[src/rtl/histogram_esitleme_denetleyici_pkg.sv]
// rtl/histogram_esitleme_denetleyici_pkg.sv - shared constants for the histogram equalization controller
package histogram_esitleme_denetleyici_pkg;

    // Pixels in one 320x240 frame.
    localparam int FRAME_PIXEL_SAYISI = 76800;

    // Width of one histogram bin count and of the running CDF.
    localparam int HIST_SAYAC_BIT = 17;

    // Width of one equalized pixel value held in the LUT.
    localparam int LUT_BIT = 8;

    // Number of histogram bins (one per 8-bit gray level).
    localparam int BIN_SAYISI = 256;

    // Default divider width; must cover a full CDF scaled by 255.
    localparam int BOLUM_BIT_VARSAYILAN = 25;

endpackage

[src/rtl/sirali_bolucu.sv]
// rtl/sirali_bolucu.sv - restoring sequential divider, one quotient bit per cycle
module sirali_bolucu
    import histogram_esitleme_denetleyici_pkg::*;
#(
    parameter int BOLUM_BIT = BOLUM_BIT_VARSAYILAN
) (
    input  logic                 clk_i,
    input  logic                 rst_i,
    input  logic                 basla_i,
    input  logic [BOLUM_BIT-1:0] bolunen_i,
    input  logic [BOLUM_BIT-1:0] bolen_i,
    output logic [BOLUM_BIT-1:0] bolum_o,
    output logic                 bitti_o
);

    localparam int ADIM_BIT = $clog2(BOLUM_BIT + 1);

    logic [BOLUM_BIT-1:0] r_kalan;
    logic [BOLUM_BIT-1:0] r_bolum;
    logic [BOLUM_BIT-1:0] r_bolen;
    logic [ADIM_BIT-1:0]  r_adim;
    logic                 r_bitti;

    logic [BOLUM_BIT-1:0] w_kalan_gir;
    logic [BOLUM_BIT-1:0] w_bolum_gir;
    logic [BOLUM_BIT-1:0] w_bolen;
    logic [BOLUM_BIT:0]   w_kaydir;
    logic                 w_cikar;
    logic [BOLUM_BIT-1:0] w_kalan_cik;
    logic [BOLUM_BIT-1:0] w_bolum_cik;

    // One restoring step; the start cycle already performs the first step on the fresh operands
    always_comb begin
        w_kalan_gir = basla_i ? '0 : r_kalan;
        w_bolum_gir = basla_i ? bolunen_i : r_bolum;
        w_bolen     = basla_i ? bolen_i : r_bolen;
        w_kaydir    = {w_kalan_gir, w_bolum_gir[BOLUM_BIT-1]};
        w_cikar     = (w_kaydir >= {1'b0, w_bolen});
        w_kalan_cik = w_cikar ? BOLUM_BIT'(w_kaydir - {1'b0, w_bolen})
                              : w_kaydir[BOLUM_BIT-1:0];
        w_bolum_cik = {w_bolum_gir[BOLUM_BIT-2:0], w_cikar};
    end

    // Load on start, then run the remaining BOLUM_BIT-1 steps and flag the last one
    always_ff @(posedge clk_i) begin
        if (rst_i) begin
            r_kalan <= '0;
            r_bolum <= '0;
            r_bolen <= '0;
            r_adim  <= '0;
            r_bitti <= 1'b0;
        end else begin
            r_bitti <= 1'b0;
            if (basla_i) begin
                r_kalan <= w_kalan_cik;
                r_bolum <= w_bolum_cik;
                r_bolen <= bolen_i;
                r_adim  <= ADIM_BIT'(BOLUM_BIT - 1);
            end else if (r_adim != '0) begin
                r_kalan <= w_kalan_cik;
                r_bolum <= w_bolum_cik;
                r_adim  <= r_adim - 1'b1;
                if (r_adim == ADIM_BIT'(1)) begin
                    r_bitti <= 1'b1;
                end
            end
        end
    end

    assign bolum_o = r_bolum;
    assign bitti_o = r_bitti;

endmodule

[src/rtl/histogram_esitleme_denetleyici.sv]
// rtl/histogram_esitleme_denetleyici.sv - walks the histogram, builds the CDF and writes the equalization LUT
module histogram_esitleme_denetleyici
    import histogram_esitleme_denetleyici_pkg::*;
#(
    parameter int PIXEL_SAYISI = FRAME_PIXEL_SAYISI,
    parameter int SAYAC_BIT    = HIST_SAYAC_BIT,
    parameter int BOLUM_BIT    = BOLUM_BIT_VARSAYILAN
) (
    input  logic                  clk_i,
    input  logic                  rst_i,
    input  logic                  basla_i,
    input  logic [BIN_SAYISI-1:0] valid_i,
    input  logic [SAYAC_BIT-1:0]  cdf_min_i,
    output logic                  rd_en_o,
    output logic [7:0]            addr_r_o,
    input  logic [SAYAC_BIT-1:0]  data_out_i,
    output logic                  lut_wr_en_o,
    output logic [7:0]            lut_addr_o,
    output logic [LUT_BIT-1:0]    lut_data_o,
    output logic                  mesgul_o,
    output logic                  bitti_o,
    output logic                  hata_o
);

    localparam int LUT_MAX = (1 << LUT_BIT) - 1;

    typedef enum logic [2:0] {
        BOSTA = 3'd0,
        OKU   = 3'd1,
        AL    = 3'd2,
        BOL   = 3'd3,
        YAZ   = 3'd4,
        SON   = 3'd5
    } durum_t;

    durum_t                r_durum;
    logic [BIN_SAYISI-1:0] r_valid;
    logic [SAYAC_BIT-1:0]  r_cdf_min;
    logic [SAYAC_BIT-1:0]  r_cdf;
    logic [7:0]            r_bin;
    logic                  r_rd_en;
    logic [7:0]            r_addr;
    logic                  r_lut_wr_en;
    logic [7:0]            r_lut_addr;
    logic [LUT_BIT-1:0]    r_lut_data;
    logic                  r_mesgul;
    logic                  r_bitti;
    logic                  r_hata;

    logic [SAYAC_BIT-1:0]  w_cnt;
    logic [SAYAC_BIT:0]    w_toplam;
    logic                  w_tasma;
    logic [SAYAC_BIT-1:0]  w_cdf_n;
    logic [SAYAC_BIT-1:0]  w_den;
    logic [BOLUM_BIT-1:0]  w_num;
    logic [7:0]            w_sonraki_bin;
    logic                  w_bol_basla;
    logic [BOLUM_BIT-1:0]  w_bolum;
    logic                  w_bol_bitti;
    logic [LUT_BIT-1:0]    w_lut_deger;

    // CDF update and divider operands; a bin without a RAM entry contributes nothing
    always_comb begin
        w_cnt         = r_valid[r_bin] ? data_out_i : '0;
        w_toplam      = {1'b0, r_cdf} + {1'b0, w_cnt};
        w_tasma       = w_toplam[SAYAC_BIT];
        w_cdf_n       = w_tasma ? '1 : w_toplam[SAYAC_BIT-1:0];
        w_den         = SAYAC_BIT'(PIXEL_SAYISI) - r_cdf_min;
        if (w_cdf_n < r_cdf_min) begin
            w_num = '0;
        end else begin
            w_num = BOLUM_BIT'(w_cdf_n - r_cdf_min) * BOLUM_BIT'(255)
                  + BOLUM_BIT'(w_den >> 1);
        end
        w_sonraki_bin = r_bin + 8'd1;
        w_bol_basla   = (r_durum == AL);
        // A flat image (den==0) maps every level onto itself
        if (w_den == '0) begin
            w_lut_deger = r_bin;
        end else if (w_bolum > BOLUM_BIT'(LUT_MAX)) begin
            w_lut_deger = LUT_BIT'(LUT_MAX);
        end else begin
            w_lut_deger = w_bolum[LUT_BIT-1:0];
        end
    end

    sirali_bolucu #(
        .BOLUM_BIT (BOLUM_BIT)
    ) u_bolucu (
        .clk_i     (clk_i),
        .rst_i     (rst_i),
        .basla_i   (w_bol_basla),
        .bolunen_i (w_num),
        .bolen_i   (BOLUM_BIT'(w_den)),
        .bolum_o   (w_bolum),
        .bitti_o   (w_bol_bitti)
    );

    // Pass sequencer; every output is registered and set on the transition into its state
    always_ff @(posedge clk_i) begin
        if (rst_i) begin
            r_durum     <= BOSTA;
            r_valid     <= '0;
            r_cdf_min   <= '0;
            r_cdf       <= '0;
            r_bin       <= '0;
            r_rd_en     <= 1'b0;
            r_addr      <= '0;
            r_lut_wr_en <= 1'b0;
            r_lut_addr  <= '0;
            r_lut_data  <= '0;
            r_mesgul    <= 1'b0;
            r_bitti     <= 1'b0;
            r_hata      <= 1'b0;
        end else begin
            r_rd_en     <= 1'b0;
            r_lut_wr_en <= 1'b0;
            r_bitti     <= 1'b0;
            case (r_durum)
                BOSTA: begin
                    if (basla_i) begin
                        r_valid   <= valid_i;
                        r_cdf_min <= cdf_min_i;
                        r_cdf     <= '0;
                        r_bin     <= '0;
                        r_hata    <= 1'b0;
                        r_mesgul  <= 1'b1;
                        r_rd_en   <= valid_i[0];
                        if (valid_i[0]) begin
                            r_addr <= '0;
                        end
                        r_durum   <= OKU;
                    end
                end
                OKU: begin
                    r_durum <= AL;
                end
                AL: begin
                    r_cdf <= w_cdf_n;
                    if (w_tasma) begin
                        r_hata <= 1'b1;
                    end
                    r_durum <= BOL;
                end
                BOL: begin
                    if (w_bol_bitti) begin
                        r_lut_wr_en <= 1'b1;
                        r_lut_addr  <= r_bin;
                        r_lut_data  <= w_lut_deger;
                        r_durum     <= YAZ;
                    end
                end
                YAZ: begin
                    if (r_bin == 8'd255) begin
                        r_durum <= SON;
                    end else begin
                        r_bin   <= w_sonraki_bin;
                        r_rd_en <= r_valid[w_sonraki_bin];
                        if (r_valid[w_sonraki_bin]) begin
                            r_addr <= w_sonraki_bin;
                        end
                        r_durum <= OKU;
                    end
                end
                SON: begin
                    r_bitti  <= 1'b1;
                    r_mesgul <= 1'b0;
                    if (r_cdf != SAYAC_BIT'(PIXEL_SAYISI)) begin
                        r_hata <= 1'b1;
                    end
                    r_durum  <= BOSTA;
                end
                default: begin
                    r_durum <= BOSTA;
                end
            endcase
        end
    end

    assign rd_en_o     = r_rd_en;
    assign addr_r_o    = r_addr;
    assign lut_wr_en_o = r_lut_wr_en;
    assign lut_addr_o  = r_lut_addr;
    assign lut_data_o  = r_lut_data;
    assign mesgul_o    = r_mesgul;
    assign bitti_o     = r_bitti;
    assign hata_o      = r_hata;

endmodule

[config.mk]
export PLATFORM = sky130hd
export DESIGN_NAME = histogram_esitleme_denetleyici
export DESIGN_NICKNAME = d
export VERILOG_FILES = /design/src/rtl/histogram_esitleme_denetleyici_pkg.sv /design/src/rtl/sirali_bolucu.sv /design/src/rtl/histogram_esitleme_denetleyici.sv
export SDC_FILE = /design/constraint.sdc
export NUM_CORES = 2
export LEC_CHECK = 0
export ABC_CLOCK_PERIOD_IN_PS = 29200
export BUFFER_PORTS_ARGS = -buffer_cell sky130_fd_sc_hd__buf_2
export CAP_MARGIN = 10
export CORE_ASPECT_RATIO = 1.4
export CORE_MARGIN = 2
export CORE_UTILIZATION = 50
export CTS_BUF_LIST = sky130_fd_sc_hd__clkbuf_4
export CTS_CLUSTER_DIAMETER = 30
export DETAILED_ROUTE_END_ITERATION = 8
export GPL_TIMING_DRIVEN = 0
export PLACE_DENSITY = 0.69
export RECOVER_POWER = 25
export SETUP_SLACK_MARGIN = 0.05
export SYNTH_ARGS = -nofsm -noshare
export SYNTH_HDL_FRONTEND = slang
export SYNTH_SLANG_ARGS = --single-unit
[constraint.sdc]
create_clock -name clk_i -period 29.2 [get_ports clk_i]
set_input_delay 4.38 -clock clk_i [delete_from_list [all_inputs] [get_ports clk_i]]
set_output_delay 4.38 -clock clk_i [all_outputs]
set_load 0.01 [all_outputs]
==> summary.md <==
| Metric | Value |
|---|---|
| Post-synth EDFFs | 0 |
| Asr flop ratio synth | 0% |
| Final Hold Viols | 0 |
| YS warnings | 0 |
| CTS tree | built |
| Max stage delay on crit path | a little under 900 ps |
| First-pass GRT wire length | 136,200 um |
| Worst EP arrival | between 15,000 and 20,000 ps |
| Clk root buf | clkbuf_4 |
| Worst rel slew slack | 15.13% |
| M1 wire length | approximately 33,000 um |
| Min-delay worst type | flip-flop to flip-flop |
| Routed wl met2 | roughly 46,000 um |
| H-tree levels | 3 |
| TritonCTS Sinks | 411 |
| GRT overflow | 0 |
| Synth top area share | 31.29% |
| Average size of a mapped cell | roughly 8.9 um^2 |
| Flops & latches, synth | about 410 |
| Placement Rows | 99 |
| Vias in the first global route | approximately 24,000 |
| Pin count of the biggest net entering global routing | 19 |
| Worst-Skew Late Latency | between 900 and 1000 ps |
| Die Ht | 275.3 um |
| Wire per inst | 22.18 um |
| Worst setup EP type | flip-flop |
| Metal3 WL | ~6400 um |
| RSZ-0062 raised after global routing | no |
| Synth unique cells | 73 |
| HPWL after DPL | approximately 72,000 um |
| GPL Wtd Cong | 0.9240 |
| Die Area | approximately 0.054 mm^2 |
| Simple-Gate Fraction of Synth Area | between 15 and 20% |
| Maximum buffer depth of the clock tree | 3 |
| Antenna Violating Nets Remaining | 0 |
| PortBufs | 321 |
| Worst-path clk slew | 70 ps |
| Synth top cells by count | nand2_1 (687), dfxtp_1 (411), a21oi_1 (366) |
| Syn nets | around 3,500 |
| Post-synthesis sequential area ratio | around 31% |
| Initial antenna violation count | 3 |
| I/O pin count | about 320 |
| Compound-Gate Fraction of Synth Area | about 15% |
| Ranking of synthesized cells by area | dfxtp_1 (31%), mux4_2 (14%), nand2_1 (9.8%), a21oi_1 (7.0%), fa_1 (6.7%) |
| Cell family with most CP delay | compound AO/OA/AOI/OAI gates |
| Critical Path RT | around 30,000 ps |
| Instance count on the critical path | 59 |
| CTS buffer count | approximately 110 |
| Cell count after synthesis | about 3,000 |
| Core area | approximately 0.052 mm^2 |
| Critical path peak fanout | 10 |
| Most frequent cell after synthesis | nand2_1 |
| Syn Std Cell Area | 0.02629 mm^2 |
| Fin crit share | 63.77% |
| # resized after CTS | 0 |
| Max-Cap Viols | 0 |
| DRT Pass-1 Iters | 8 |
| Xor and xnor area share after synthesis | 3.655% |
| Mux cell area share after synthesis | 15.71% |
| Via count | about 25,000 |
| Wirelength, routed | 91,690 um |
| Top FF cell, synth | dfxtp_1 |
| Final setup violation count | 0 |
| Initial core utilization | approximately 51% |
| Area growth, synth to finish | 14.62% |
| Worst hold stages | 2 |
| Hold_buf cts | 0 |
| Detailed-route DRC error count | 0 |
| Worst path buffer plus inverter count | 9 |
| Vias/cell | approximately 6 |
| Slew at the pin with the worst max-slew slack | 1260 ps |
| CP Class | flip-flop to flip-flop |
| Worst Reg2Reg Path Length in Cells | around 60 |
| Adder-Cell Fraction of Synth Area | about an eighth |
| Cell taking the most area after synthesis | dfxtp_1 |
| Final Skew | ~110 ps |
| Share of post-route cells with drive strength above 1 | between 10% and 20% |
| Overall routing resource usage | 33.23% |
| Final Net Count | around 3,900 |
| Post-route setup TNS | 0 ps |
| Fin crit period | 18,620 ps |
| DRT iter0 DRCs | 1,908 |
| Post-CTS setup buffer count | 0 |
| Outcome | complete, no violations |
| Startpoint Class | flip-flop |
| Largest family of logic cells by synthesized area | simple AND/OR/NAND/NOR gates |
| Fin. max-slew vios | 0 |
| Top sig layer | met4 |
| Max Fclk | between 0.05 and 0.06 GHz |
| Max stage delay cell, worst path | buf_1 |
| Die X-Extent | 197.8 um |
==> stage by stage <==
| stage | worst slack (ps) | cell area, um^2 | hold slack, ps | util (%) | cells |
|---|---|---|---|---|---|
| after floorplan | 13350 | 26290 | 436.3 | - | 2961 |
| after global routing | 9722 | 30130 | 479.1 | 57.92 | 4132 |
| after detailed placement | 10630 | 28780 | 447.3 | 55.31 | 3944 |
| after global placement | 10800 | 28720 | 446.9 | 55.21 | 3938 |
| after CTS | 10980 | 30120 | 456.5 | 57.89 | 4129 |
| final | 10580 | 30140 | 456.1 | 57.93 | 4134 |
==> metal layers <==
| layer | vias to the layer above | global-route usage, % |
|---|---|---|
| met2 | 1247 | 58.84 |
| met3 | 376 | 5.780 |
| met4 | 0 | 23.74 |
| met1 | 11790 | 35.90 |
| li1 | 11280 | - |
| met5 | - | 0 |
==> layout make-up <==
class                   instances  area (um^2)
plain buffers                 187        764.5
clock inverters                41        262.8
flip-flops and latches        411         8228
clock buffers                 144         1081
multi-input cells            2236        16830
repair buffers                328         1668
diodes                          4        10.01
well taps                     656        820.8
inverters                     127        476.7
fillers                      4849        21890
==> cell families (layout without fill, tap and decap cells) <==
family,Yosys count,in the layout
buffers and inverters,314,827
muxes,205,205
other,0,4
and+or+nand+nor,1044,1044
adders and majority gates,211,211
AOI/OAI and AO/OA,668,668
DFF,411,411
xor gates and xnor gates,108,108
==> path summary, 6_finish.rpt <==
path / start / to / slack, ps
worst max-delay path: r_bin[1] / u_bolucu.r_kalan[0] / 10580
worst min-delay path: lut_addr_o[3] / lut_addr_o[3] / 460
worst max register to register: r_bin[1] / u_bolucu.r_kalan[0] / 10580
worst min register to register: lut_addr_o[3] / lut_addr_o[3] / 460
==> cells in the final DEF, fill, tap and decap left out, drive strengths merged, types with 7 or more instances in the layout <==
cell type  count
ha           122
o211a          7
clkbuf       305
mux2i         34
or3           10
buf          353
o211ai        10
and3          22
o21a          22
and2          50
o21ai         86
dfxtp        411
o21bai         8
nor2         124
a22o          13
clkinv        36
xnor2         81
mux4         165
o31ai          9
a21o          39
xor2          27
o22ai         14
nand2        687
nand3         27
a21oi        366
fa            88
nor4          11
nor3          35
inv          129
nand2b        35
a211oi        45
nor2b         15
nand4          7
==> sequential cells by signal, indices dropped and copies added, names as in the netlist, 3 cells and up <==
| register | count |
|---|---|
| u_bolucu.r_kalan | 25 |
| addr_r_o | 8 |
| lut_data_o | 8 |
| u_bolucu.r_bolen | 25 |
| r_bin | 8 |
| u_bolucu.r_adim | 5 |
| u_bolucu.bolum_o | 25 |
| r_durum | 3 |
| r_valid | 256 |
| lut_addr_o | 8 |
| r_cdf | 17 |
| r_cdf_min | 17 |
==> worst min-delay path, cell delays in order (launching register included) <==
cell and delay, ps:
dfxtp_1 310, nand2_1 50, a21oi_1 50
Power is left out: the tool's default activity adds up to more than one toggle a clock period on the data nets, which glitch-free logic cannot reach.
